--- config.mk ---
export PLATFORM = sky130hd
export DESIGN_NAME = aurora_frame_scheduler_flat
export DESIGN_NICKNAME = d
export VERILOG_FILES = /design/src/rtl/aurora_frame_scheduler_if.sv /design/src/rtl/aurora_frame_scheduler.sv /design/src/flat_wrapper.sv
export SDC_FILE = /design/constraint.sdc
export NUM_CORES = 1
export LEC_CHECK = 0
export CORE_ASPECT_RATIO = 0.7
export CORE_MARGIN = 2
export CORE_UTILIZATION = 40
export DETAILED_ROUTE_END_ITERATION = 7
export HOLD_SLACK_MARGIN = 0.1
export SYNTH_ARGS = -nofsm -noshare
export SYNTH_HDL_FRONTEND = slang
export SYNTH_SLANG_ARGS = --single-unit
--- constraint.sdc ---
create_clock -name clk -period 4.6 [get_ports clk]
set_input_delay 1.15 -clock clk [delete_from_list [all_inputs] [get_ports clk]]
set_output_delay 1.15 -clock clk [all_outputs]
set_load 0.05 [all_outputs]
--- src/rtl/aurora_frame_scheduler_if.sv ---
// Aurora lane scheduler bundle: hit input, register-read input, auto-read values and framed output.
// master = scheduler side; slave = the surrounding lane logic.
interface aurora_frame_scheduler_if #(
    parameter int SERVICE_FRAMES = 4
);
    localparam int N_AUTO = 2 * SERVICE_FRAMES;

    logic [N_AUTO*26-1:0] auto_read;
    logic                 rdreg_valid;
    logic                 rdreg_ready;
    logic [9:0]           rdreg_addr;
    logic [15:0]          rdreg_data;
    logic                 rdreg_drop;
    logic                 hit_valid;
    logic                 hit_ready;
    logic [63:0]          hit_data;
    logic [63:0]          data_out;
    logic                 data_out_valid;
    logic                 data_out_ready;
    logic                 data_out_service;

    modport master (
        input  auto_read, rdreg_valid, rdreg_addr, rdreg_data, hit_valid, hit_data, data_out_ready,
        output rdreg_ready, rdreg_drop, hit_ready, data_out, data_out_valid, data_out_service
    );

    modport slave (
        output auto_read, rdreg_valid, rdreg_addr, rdreg_data, hit_valid, hit_data, data_out_ready,
        input  rdreg_ready, rdreg_drop, hit_ready, data_out, data_out_valid, data_out_service
    );
endinterface

--- src/rtl/aurora_frame_scheduler.sv ---
// Merges hit frames/IDLE with periodic service and channel-bonding bursts; 1-cycle latency.
// Output register freezes frame, state, counters and FIFO pops while valid && !ready.
module aurora_frame_scheduler #(
    parameter int SERVICE_INTERVAL = 193,
    parameter int SERVICE_FRAMES   = 4,
    parameter int CB_INTERVAL      = 42,
    parameter int CB_FRAMES        = 4,
    parameter int RDREG_DEPTH      = 32
) (
    input  logic                      clk,
    input  logic                      reset,
    aurora_frame_scheduler_if.master  bus
);
    localparam int AW      = $clog2(RDREG_DEPTH);
    localparam int DW      = (SERVICE_INTERVAL > 1) ? $clog2(SERVICE_INTERVAL) : 1;
    localparam int SW      = (SERVICE_FRAMES > 1) ? $clog2(SERVICE_FRAMES) : 1;
    localparam int BW      = (CB_INTERVAL > 1) ? $clog2(CB_INTERVAL) : 1;
    localparam int CW      = (CB_FRAMES > 1) ? $clog2(CB_FRAMES) : 1;
    localparam int CB_LAST = (CB_FRAMES > 0) ? CB_FRAMES - 1 : 0;
    localparam bit CB_EN   = (CB_FRAMES > 0);

    localparam logic [63:0] IDLE_FRAME = 64'h1E00_0000_0000_0000;
    localparam logic [63:0] CB_FRAME   = {8'h78, 4'b0100, 52'h0};

    typedef enum logic [1:0] {ST_DATA, ST_SERVICE, ST_CB} state_t;

    state_t          state_q;
    logic [DW-1:0]   data_cnt_q;
    logic [SW-1:0]   svc_cnt_q;
    logic [BW-1:0]   burst_cnt_q;
    logic [CW-1:0]   cb_cnt_q;
    logic [63:0]     data_out_q;
    logic            valid_q;
    logic            service_q;

    logic [25:0]     mem_q [RDREG_DEPTH];
    logic [AW-1:0]   rd_ptr_q;
    logic [AW-1:0]   wr_ptr_q;
    logic [AW:0]     occ_q;
    logic            drop_q;

    logic            load;
    logic            full;
    logic            push;
    logic [1:0]      pop_n;
    logic [25:0]     e0;
    logic [25:0]     e1;
    logic [25:0]     auto_lo;
    logic [25:0]     auto_hi;
    logic [63:0]     svc_frame_d;

    assign load    = !valid_q || bus.data_out_ready;
    assign full    = (occ_q == (AW+1)'(RDREG_DEPTH));
    assign push    = bus.rdreg_valid && !full;
    assign e0      = mem_q[rd_ptr_q];
    assign e1      = mem_q[rd_ptr_q + AW'(1)];
    assign auto_lo = bus.auto_read[32'(svc_cnt_q)*52 +: 26];
    assign auto_hi = bus.auto_read[32'(svc_cnt_q)*52 + 26 +: 26];

    // Service frame content depends on FIFO occupancy at the load edge.
    always_comb begin
        pop_n       = 2'd0;
        svc_frame_d = {8'hB4, 4'h0, auto_lo, auto_hi};
        if (occ_q >= (AW+1)'(2)) begin
            svc_frame_d = {8'hD2, 4'h0, e0, e1};
            pop_n       = 2'd2;
        end else if (occ_q == (AW+1)'(1)) begin
            svc_frame_d = {8'h99, 4'h0, e0, auto_lo};
            pop_n       = 2'd1;
        end
        if (!(load && state_q == ST_SERVICE)) begin
            pop_n = 2'd0;
        end
    end

    always_ff @(posedge clk) begin
        if (push) begin
            mem_q[wr_ptr_q] <= {bus.rdreg_addr, bus.rdreg_data};
        end
    end

    always_ff @(posedge clk or posedge reset) begin
        if (reset) begin
            rd_ptr_q <= '0;
            wr_ptr_q <= '0;
            occ_q    <= '0;
            drop_q   <= 1'b0;
        end else begin
            if (push) begin
                wr_ptr_q <= wr_ptr_q + AW'(1);
            end
            rd_ptr_q <= rd_ptr_q + AW'(pop_n);
            occ_q    <= occ_q + (AW+1)'(push) - (AW+1)'(pop_n);
            if (bus.rdreg_valid && full) begin
                drop_q <= 1'b1;
            end
        end
    end

    always_ff @(posedge clk or posedge reset) begin
        if (reset) begin
            state_q     <= ST_DATA;
            data_cnt_q  <= '0;
            svc_cnt_q   <= '0;
            burst_cnt_q <= '0;
            cb_cnt_q    <= '0;
            data_out_q  <= '0;
            valid_q     <= 1'b0;
            service_q   <= 1'b0;
        end else if (load) begin
            valid_q <= 1'b1;
            case (state_q)
                ST_DATA: begin
                    data_out_q <= bus.hit_valid ? bus.hit_data : IDLE_FRAME;
                    service_q  <= 1'b0;
                    if (data_cnt_q == DW'(SERVICE_INTERVAL - 1)) begin
                        data_cnt_q <= '0;
                        state_q    <= ST_SERVICE;
                    end else begin
                        data_cnt_q <= data_cnt_q + DW'(1);
                    end
                end
                ST_SERVICE: begin
                    data_out_q <= svc_frame_d;
                    service_q  <= 1'b1;
                    if (svc_cnt_q == SW'(SERVICE_FRAMES - 1)) begin
                        svc_cnt_q <= '0;
                        if (CB_EN && burst_cnt_q == BW'(CB_INTERVAL - 1)) begin
                            burst_cnt_q <= '0;
                            cb_cnt_q    <= '0;
                            state_q     <= ST_CB;
                        end else begin
                            burst_cnt_q <= burst_cnt_q + BW'(1);
                            state_q     <= ST_DATA;
                        end
                    end else begin
                        svc_cnt_q <= svc_cnt_q + SW'(1);
                    end
                end
                default: begin
                    data_out_q <= CB_FRAME;
                    service_q  <= 1'b1;
                    if (cb_cnt_q == CW'(CB_LAST)) begin
                        cb_cnt_q <= '0;
                        state_q  <= ST_DATA;
                    end else begin
                        cb_cnt_q <= cb_cnt_q + CW'(1);
                    end
                end
            endcase
        end
    end

    // Gated by reset so hit_ready reads 0 while the output register is held in reset.
    assign bus.hit_ready        = load && (state_q == ST_DATA) && bus.hit_valid && !reset;
    assign bus.rdreg_ready      = !full;
    assign bus.rdreg_drop       = drop_q;
    assign bus.data_out         = data_out_q;
    assign bus.data_out_valid   = valid_q;
    assign bus.data_out_service = service_q;
endmodule

--- src/flat_wrapper.sv ---
// flat-port wrapper written by rule: the top's interface ports become plain ports
module aurora_frame_scheduler_flat 
#(
    parameter int SERVICE_INTERVAL = 193,
    parameter int SERVICE_FRAMES   = 4,
    parameter int CB_INTERVAL      = 42,
    parameter int CB_FRAMES        = 4,
    parameter int RDREG_DEPTH      = 32
)
  (clk, reset, bus_auto_read, bus_rdreg_valid, bus_rdreg_addr, bus_rdreg_data, bus_hit_valid, bus_hit_data, bus_data_out_ready, bus_rdreg_ready, bus_rdreg_drop, bus_hit_ready, bus_data_out, bus_data_out_valid, bus_data_out_service);
  aurora_frame_scheduler_if #(.SERVICE_FRAMES(SERVICE_FRAMES)) bus_i ();
  input  logic clk;
  input  logic reset;
  input wire logic [$bits(bus_i.auto_read)-1:0] bus_auto_read;
  input wire logic [$bits(bus_i.rdreg_valid)-1:0] bus_rdreg_valid;
  input wire logic [$bits(bus_i.rdreg_addr)-1:0] bus_rdreg_addr;
  input wire logic [$bits(bus_i.rdreg_data)-1:0] bus_rdreg_data;
  input wire logic [$bits(bus_i.hit_valid)-1:0] bus_hit_valid;
  input wire logic [$bits(bus_i.hit_data)-1:0] bus_hit_data;
  input wire logic [$bits(bus_i.data_out_ready)-1:0] bus_data_out_ready;
  output wire logic [$bits(bus_i.rdreg_ready)-1:0] bus_rdreg_ready;
  output wire logic [$bits(bus_i.rdreg_drop)-1:0] bus_rdreg_drop;
  output wire logic [$bits(bus_i.hit_ready)-1:0] bus_hit_ready;
  output wire logic [$bits(bus_i.data_out)-1:0] bus_data_out;
  output wire logic [$bits(bus_i.data_out_valid)-1:0] bus_data_out_valid;
  output wire logic [$bits(bus_i.data_out_service)-1:0] bus_data_out_service;
  assign bus_i.auto_read = bus_auto_read;
  assign bus_i.rdreg_valid = bus_rdreg_valid;
  assign bus_i.rdreg_addr = bus_rdreg_addr;
  assign bus_i.rdreg_data = bus_rdreg_data;
  assign bus_i.hit_valid = bus_hit_valid;
  assign bus_i.hit_data = bus_hit_data;
  assign bus_i.data_out_ready = bus_data_out_ready;
  assign bus_rdreg_ready = bus_i.rdreg_ready;
  assign bus_rdreg_drop = bus_i.rdreg_drop;
  assign bus_hit_ready = bus_i.hit_ready;
  assign bus_data_out = bus_i.data_out;
  assign bus_data_out_valid = bus_i.data_out_valid;
  assign bus_data_out_service = bus_i.data_out_service;
  aurora_frame_scheduler #(.SERVICE_INTERVAL(SERVICE_INTERVAL), .SERVICE_FRAMES(SERVICE_FRAMES), .CB_INTERVAL(CB_INTERVAL), .CB_FRAMES(CB_FRAMES), .RDREG_DEPTH(RDREG_DEPTH)) u_core (.clk(clk), .reset(reset), .bus(bus_i));
endmodule
**Yosys cells after proc, flatten, opt, wreduce, memory -nomap -nowiden**

Memory sizes are Yosys's and may differ from the RTL's.
Index checks and enable logic that the tools add are counted.

- Add/subtract/negate cells: 10
- Multipliers: 1
- Order comparisons: 1
- Equality and inequality tests: 10
- Shift-type cells: 2
- Muxes and demuxes: 22
- Bitwise logic cells: 1
- Reductions and logical operators: 17

Operator list:

| kind | count |
|---|---|
| indexed part select 208 x 33 -> 26 bit | 1 |
| indexed part select 208 x 9 -> 26 bit | 1 |
| two-way mux 64 bit | 2 |
| case mux 64 bit (2 select lines) | 1 |
| two-way mux 62 bit | 1 |
| two-way mux 2 bit | 10 |
| equality test 6 bit (second input constant) | 2 |
| adder 5 x 1 -> 5 bit (second input constant) | 2 |
| adder 8 x 5 -> 9 bit (second input constant) | 1 |
| adder 8 x 1 -> 8 bit (second input constant) | 1 |
| equality test 8 bit (second input constant) | 1 |
| two-way mux 8 bit | 1 |
| case mux 2 bit (2 select lines) | 2 |
| AND reduction 4 bit | 2 |
| adder 6 x 1 -> 6 bit | 1 |
| adder 6 x 1 -> 6 bit (second input constant) | 1 |
| equality test 6 x 1 -> 1 bit (second input constant) | 1 |
| >= comparator 6 x 2 -> 1 bit (second input constant) | 1 |
| logical AND 1 bit | 6 |
| multiplier 2 x 4 -> 6 bit (second input constant) | 1 |
| two-way mux 6 bit | 1 |
| subtractor 6 x 2 -> 6 bit | 1 |
| adder 5 x 2 -> 5 bit | 1 |
| adder 2 x 1 -> 2 bit (second input constant) | 2 |
| other kinds (12) | 20 |

- Bits in registers: 103
- Bits in writable memories: 832
- Bits of input ports: 303
- Output and inout bits: 69
- Logic and storage cells: 77
- Memories kept: 1

Memory list:

| name | depth | bits a word | rd ports | clocked after memory_dff | wr ports | RTL line | text |
|---|---|---|---|---|---|---|---|
| u_core.mem_q | 32 | 26 | 2 | 0 | 1 | aurora_frame_scheduler.sv:36 | `logic [25:0] mem_q [RDREG_DEPTH];` |

**Logic depth before layout (Yosys ltp)**

Gate-level depths: netlist of the first run.

- Depth in word-level cells: 6
- Depth in mapped cells: 12

**Worst setup path after synthesis of the first run**

Ideal clock, no wire load.

- Kind: input to output
- From: input port bus_data_out_ready
- To: output port bus_hit_ready
- Arrival: 3.036 ns
- Data required time: 3.450 ns
- Path slack: 0.414 ns
- Stages: 6
- Path buffers: 4
- Path through: nor2b_1 > clkbuf_1 > clkbuf_1 > buf_1 > buf_1 > nor3_1

- Cells in the longest elaborated chain, start to end: 4

Ends and longest elaborated chain:

| item | RTL line | text |
|---|---|---|
| start, declared | flat_wrapper.sv:20 | `input wire logic [$bits(bus_i.data_out_ready)-1:0] bus_data_out_ready;` |
| logical OR 1 bit | aurora_frame_scheduler.sv:52 | `assign load = !valid_q \|\| bus.data_out_ready;` |
| logical AND 1 bit (3 in series) | aurora_frame_scheduler.sv:155 | `assign bus.hit_ready = load && (state_q == ST_DATA) && bus.hit_valid && !reset;` |
| end, declared | flat_wrapper.sv:23 | `output wire logic [$bits(bus_i.hit_ready)-1:0] bus_hit_ready;` |

No other way between the ends.

**Worst setup path in the final report of the first run**

- From: input port bus_hit_valid
- To: output port bus_hit_ready

- Cells in the longest elaborated chain, start to end: 2

Ends and longest elaborated chain:

| item | RTL line | text |
|---|---|---|
| start, declared | flat_wrapper.sv:18 | `input wire logic [$bits(bus_i.hit_valid)-1:0] bus_hit_valid;` |
| logical AND 1 bit (2 in series) | aurora_frame_scheduler.sv:155 |  |

No other way between the ends.

==> results of run 1 <==
-- worst min path at each step --
stage / slack (ps) / endpoint / cells after the start
floorplan: 450 / u_core.data_cnt_q[7]$_DFFE_PP0P_ / 1
global placement: 450 / u_core.bus.rdreg_drop$_DFFE_PP0P_ / 1
detailed placement: 460 / u_core.bus.rdreg_drop$_DFFE_PP0P_ / 1
CTS: 470 / u_core.bus.rdreg_drop$_DFFE_PP0P_ / 1
global route: 490 / u_core.bus.rdreg_drop$_DFFE_PP0P_ / 1
finish: 480 / u_core.bus.rdreg_drop$_DFFE_PP0P_ / 1
-- final cells by class --
type,count,area [um2],area share (%)
sequential,935,27580,50.38
multi-input combinational,1432,17120,31.28
timing repair buffer,485,4995,9.124
clock buffer,99,2275,4.155
tap,1522,1904,3.479
clock inverter,62,789.5,1.442
inverter,17,67.56,0.1234
antenna,4,10.01,0.01828
-- flip-flops by register name, summed over array words and instances, names as in the netlist --
| name | count |
|---|---|
| u_core.bus.data_out_service | 1 |
| u_core.bus.data_out | 64 |
| u_core.bus.data_out_valid | 1 |
| u_core.svc_cnt_q | 2 |
| u_core.wr_ptr_q | 5 |
| u_core.data_cnt_q | 8 |
| u_core.cb_cnt_q | 2 |
| u_core.rd_ptr_q | 5 |
| u_core.burst_cnt_q | 6 |
| u_core.bus.rdreg_drop | 1 |
| u_core.occ_q | 6 |
| u_core.state_q | 2 |
| u_core.mem_q | 832 |
-- power groups by stage --
stage / Clock, mW / Combinational [mW] / Sequential [mW]
2_1_floorplan: 0 / 7.38 / 11.2
3_3_place_gp: 0 / 12.6 / 10.9
3_5_place_dp: 0 / 12.7 / 10.9
4_1_cts: 7.97 / 12.7 / 10.7
5_1_grt: 8.27 / 13.3 / 10.8
6_report: 7.88 / 12.7 / 10.7
-- layout by cell type (no fill, tap or decap), drive strengths merged, types with 4 or more instances in the layout --
| master | instances |
|---|---|
| diode | 4 |
| xnor2 | 9 |
| o22a | 11 |
| xor2 | 9 |
| bufinv | 18 |
| a22oi | 14 |
| a211oi | 26 |
| edfxtp | 832 |
| nor3 | 8 |
| a222oi | 12 |
| o21ai | 29 |
| clkinv | 40 |
| mux2i | 93 |
| a21oi | 33 |
| nor2 | 72 |
| a41o | 15 |
| and3 | 5 |
| nor4 | 4 |
| mux4 | 482 |
| buf | 114 |
| o21a | 11 |
| dfrtp | 103 |
| nand2 | 271 |
| and2 | 29 |
| nand4 | 17 |
| a21o | 6 |
| nand3b | 5 |
| a31o | 11 |
| nor2b | 10 |
| o211ai | 13 |
| clkdlybuf4s50 | 371 |
| nand2b | 8 |
| ha | 21 |
| clkbuf | 99 |
| nand3 | 91 |
| inv | 20 |
| a32oi | 24 |
| a31oi | 39 |
| o22ai | 17 |
-- per-stage QoR --
step	hold WS, ps	cells
2_1_floorplan	450.9	2588
3_3_place_gp	453.1	4391
3_5_place_dp	456.0	4391
4_1_cts	470.2	4552
5_1_grt	492.3	4552
6_report	476.8	4556
-- per-layer routing --
| layer | wire [um] | up-vias | global-route usage, % |
|---|---|---|---|
| met3 | 15320 | 242 | 6.189 |
| li1 | - | 11570 | - |
| met1 | 66220 | 15700 | 39.26 |
| met5 | 75 | - | 0 |
| met4 | 4605 | 12 | 7.120 |
| met2 | 72300 | 1801 | 41.04 |
-- cell families (layout without fill, tap and decap cells) --
kind of cell	count (synthesis)	in the layout	synth area share [%]
muxes	578	578	26.15
DFF	935	935	60.45
adders and majority gates	23	23	0.6641
other	1	7	0.008225
AOI/OAI and AO/OA	271	271	4.303
and+or+nand+nor	539	539	5.343
buffers and inverters	221	663	2.736
xor gates and xnor gates	18	18	0.3458
-- critical path, cell delays in order --
cell	delay [ps]
clkdlybuf4s50_1	590
nand2_1	110
nor3_1	160
clkdlybuf4s50_1	830
==> flow_metrics.tcl, run 1 <==
set metrics [dict create \
    final_cell_area_um2 54740 \
    hold_path_class "reg -> reg" \
    fin_skew_ps 29.45 \
    period_share_pct 87.03 \
    wl_per_cell_um 34.79 \
    post_cts_buffers 0 \
    p_comb_share_pct 40.5 \
    hold_start "u_core.bus.rdreg_drop$_DFFE_PP0P_" \
    synth_ff_type "edfxtp_1" \
    cts-root-buf "clkbuf_16" \
    drive_gt1_share_pct 25.54 \
    core.rowCount 103 \
    die-height_um 286.5 \
    p_sw_share_pct 37.24 \
    layout.nets 3285 \
    p_clk_share_pct 25.2 \
    yosysSeqAreaShare_pct 60.45 \
    clk_latency_ps 690 \
    core_area_um2 112900 \
    cap_violations 0 \
    portBuffers 371 \
    crit_start "bus_hit_valid" \
    final_util_pct 48.49 \
    die_x_um 407.5 \
    cp_data_required_time_ps 3450 \
    grt_pass1_wl_um 223700 \
    first_pass_iters 6 \
    synthCells 2586 \
    initial_utilization_pct 40.39 \
    status "completed" \
    die-area_um2 116700 \
    synth_top_cell_area_share_pct 54.80 \
    cts_tree "done" \
    synth_common_cells "edfxtp_1, mux4_2, nand2_1, dfrtp_1, mux2i_1" \
    clk_pin_slew_ps 60 \
    yosysWarnings 0 \
    yosysTopAreaCell "edfxtp_1" \
    r2r_slack_ps 820 \
    syn_avg_cell_area_um2 17.63 \
    drt_iter0_drc 4396 \
    reg2reg_depth 7 \
    crit_path_max_fanout 7 \
    tns_ps 0 \
    leakagePower_nw 18.13 \
    cts_buffer_depth 3 \
    placed_area_um2 51670 \
    avgViaCountPerCell 6.437 \
    dpl_worst_slack_ps 603.1 \
    r2r_start "u_core.rd_ptr_q[2]$_DFF_PP0_" \
    start_kind "primary input" \
    rsz0062_at_grt "no" \
    setup_ws_ps 596.7 \
    seq_power_share_pct 34.3 \
    yosysUniqueCellTypes 66 \
    maxSlewViolCount 0 \
    routabilityCongestion 0.9791 \
    grt_max_degree 110 \
    yosysMostFrequentCell "edfxtp_1" \
    area_delta_synth_final_pct 20.07 \
    tightest_slew_ps 1297 \
    syn_area_um2 45590 \
    timing.fmax_mhz 249.8 \
    cts_made_buffers 88 \
    fillers 9377 \
    power_switching_mw 11.67 \
    grt_overflow 0 \
    grtUsageTotal_pct 26.95 \
    drt_wl_total_um 158500 \
    layout_min_cycle_time_ps 4003 \
    ant_nets 0 \
    ys_ff_latch 935 \
    synthArstFlopShare_pct 11.02 \
    htreeDepth 3 \
    synth-edff-count 832 \
    grt_pass1_vias 28970 \
    drc 0 \
    crit_arrival_ps 2850 \
    dp_hpwl_um 108200 \
    cts_sinks 935 \
    cts-resized-gates 0 \
    crit_type "in -> out" \
    cp-endpoint "bus_hit_ready" \
    powerDensity_nw_per_um2 572.4 \
    antenna_found_initial 8 \
    vias 29330 \
    timing.rr.end "u_core.bus.data_out[14]$_DFFE_PP0N_" \
    synth_area_leaders "edfxtp_1, mux4_2, dfrtp_1" \
    holdBufCountCts 0 \
    setup_viol 0 \
    relSlewSlack_pct 13.24 \
    peakVddDrop_mv 0.7667 \
    cp-end-kind "output port" \
    finalHoldViolations 0 \
    io_pins 372 \
    p_total_mw 31.33 \
    p_int_mw 19.66 \
]
Power figures use the tool's default switching activity.
==> run 2: changes to the inputs <==
--- a/config.mk
+++ b/config.mk
@@ -5,8 +5,8 @@
 export SDC_FILE = /design/constraint.sdc
 export NUM_CORES = 1
 export LEC_CHECK = 0
+export ABC_CLOCK_PERIOD_IN_PS = 3700
 export CORE_ASPECT_RATIO = 0.7
-export CORE_MARGIN = 2
 export CORE_UTILIZATION = 40
 export DETAILED_ROUTE_END_ITERATION = 7
 export HOLD_SLACK_MARGIN = 0.1
==> constraint.sdc (replaced) <==
create_clock -name clk -period 3.7 [get_ports clk]
set_input_delay 0.925 -clock clk [delete_from_list [all_inputs] [get_ports clk]]
set_output_delay 0.925 -clock clk [all_outputs]
set_load 0.05 [all_outputs]
==> flow_metrics.tcl, run 2 (synthesized netlist as in run 1, its figures left out) <==
set metrics [dict create \
    vias 29310 \
    multiInputGateArea_um2 17120 \
    r2r_slack_ps 510 \
    reg2reg_depth 7 \
    die-area_um2 115400 \
    dpl_worst_slack_ps 403.0 \
    placed_area_um2 52060 \
    cts_tree "done" \
    leakagePower_nw 18.39 \
    relSlewSlack_pct 16.58 \
    cts_made_buffers 88 \
    grt_pass1_wl_um 221300 \
    layout_common_cells "edfxtp_1, mux4_2, clkdlybuf4s50_1" \
    grt_pass1_vias 28910 \
    cp_data_required_time_ps 2770 \
    grt_overflow 0 \
    cp_top_family "buffers and inverters" \
    layout_min_cycle_time_ps 3232 \
    ant_nets 0 \
    crit_type "reg -> out" \
    start_kind "register" \
    fillers 9385 \
    grtUsageTotal_pct 27.12 \
    layout.nets 3348 \
    r2r_start "u_core.rd_ptr_q[1]$_DFF_PP0_" \
    timing.rr.end "u_core.bus.data_out[5]$_DFFE_PP0N_" \
    period_share_pct 87.36 \
    rsz0062_at_grt "no" \
    cp_num_cells 6 \
    core.rowCount 103 \
    wl_per_cell_um 33.77 \
    portBuffers 371 \
    clk_pin_slew_ps 60 \
    powerDensity_nw_per_um2 704.2 \
    crit_start "u_core.occ_q[2]$_DFF_PP0_" \
    fin_skew_ps 24.82 \
    largest_reg_flops 832 \
    htreeDepth 3 \
    area_delta_synth_final_pct 20.71 \
    initial_utilization_pct 40.39 \
    die_x_um 405.5 \
    cp_common_cell "inv_1" \
    ff_latch_area_um2 27580 \
    mostFrequentLayoutCell "edfxtp_1" \
    avgViaCountPerCell 6.342 \
    p_total_mw 38.75 \
    crit_path_max_fanout 5 \
    timing.fmax_mhz 309.4 \
    maxSlewViolCount 0 \
    antenna_found_initial 4 \
    cp-endpoint "bus_rdreg_ready" \
    grt_max_degree 77 \
    core_area_um2 112900 \
    peakVddDrop_mv 0.5134 \
    crit_buf_inv 4 \
    status "completed" \
    dp_hpwl_um 107900 \
    tns_ps 0 \
    regMostFlops "u_core.mem_q" \
    setup_ws_ps 467.6 \
    first_pass_iters 6 \
    cts_sinks 935 \
    cts-root-buf "clkbuf_16" \
    drt_iter0_drc 3982 \
    clk_latency_ps 690 \
    routabilityCongestion 0.9831 \
    io_pins 372 \
    die-height_um 284.5 \
    drt_wl_total_um 156000 \
    cp-end-kind "output port" \
    drive_gt1_share_pct 27.23 \
    cp_slowest_stage_delay_ps 410 \
    cap_violations 0 \
    cts_buffer_depth 3 \
    final_cell_area_um2 55030 \
    path_cells "inv_1, ha_1, nor4bb_2, buf_4, inv_1, dlymetal6s2s_1" \
    finalHoldViolations 0 \
    tightest_slew_ps 1247 \
    hold_path_class "reg -> reg" \
    post_cts_buffers 0 \
    crit_arrival_ps 2310 \
    setup_viol 0 \
    drc 0 \
    slowest_stage "nor4bb_2" \
]
==> run 2: changes by cell type in the layout (fill, tap and decap cells not counted), moves of 2 or more <==
cell             delta
buf_4              +70
buf_12              -6
clkdlybuf4s50_1     -2
clkinv_2            +3
bufinv_16           -7
clkbuf_1            +5
clkbuf_8            +2
clkinv_1            -5
clkinvlp_4          +5
==> run 2: per-layer routing <==
layer | track usage [%] | share of wire (%) | vias to the layer above
met1 | 40.71 | 43 | 15760
met5 | 0 | 0 | -
met2 | 39.90 | 45 | 1638
li1 | - | - | 11700
met3 | 5.148 | 8.7 | 209
met4 | 8.434 | 3.3 | 0
==> run 2: layout make-up <==
cell class              count  area share, %
inverters                  17         0.1228
flip-flops and latches    935          50.11
diodes                      3        0.01364
clock buffers             107          4.263
repair buffers            548          9.799
well taps                1522          3.460
clock inverters            57          1.116
multi-input cells        1432          31.11
==> run 2: worst min-delay path by stage <==
stage	from	depth (start not counted)	to
floorplan	u_core.data_cnt_q[7]$_DFFE_PP0P_	1	u_core.data_cnt_q[7]$_DFFE_PP0P_
global placement	u_core.bus.rdreg_drop$_DFFE_PP0P_	1	u_core.bus.rdreg_drop$_DFFE_PP0P_
detailed placement	u_core.bus.rdreg_drop$_DFFE_PP0P_	1	u_core.bus.rdreg_drop$_DFFE_PP0P_
CTS	u_core.bus.rdreg_drop$_DFFE_PP0P_	1	u_core.bus.rdreg_drop$_DFFE_PP0P_
global route	u_core.bus.rdreg_drop$_DFFE_PP0P_	1	u_core.bus.rdreg_drop$_DFFE_PP0P_
finish	u_core.bus.rdreg_drop$_DFFE_PP0P_	1	u_core.bus.rdreg_drop$_DFFE_PP0P_
==> run 2: what timing repair did <==
item | in CTS | in global routing
gates resized for setup | 1 | 1
setup endpoints to repair | 1 | 1
pin swaps | 0 | 0
hold endpoints to repair | 0 | 0
hold buffers | 0 | 0
gates cloned | 0 | 0
==> run 2: per-stage QoR <==
| step | cells | hold WS [ps] | utilization (%) |
|---|---|---|---|
| after global routing | 4618 | 497.0 | 48.74 |
| after floorplan | 2588 | 450.9 | - |
| final | 4621 | 468.8 | 48.75 |
| after detailed placement | 4454 | 454.0 | 46.11 |
| after global placement | 4454 | 456.3 | 46.11 |
| after CTS | 4618 | 464.7 | 48.74 |
==> run 2: report_power, final <==
part / leakage [nW] / total, mW / internal [mW] / switching (mW)
clock network: 1.44 / 9.42 / 5.31 / 4.11
registers: 8.77 / 13.2 / 12.5 / 0.733
logic: 8.18 / 16.1 / 6.58 / 9.54
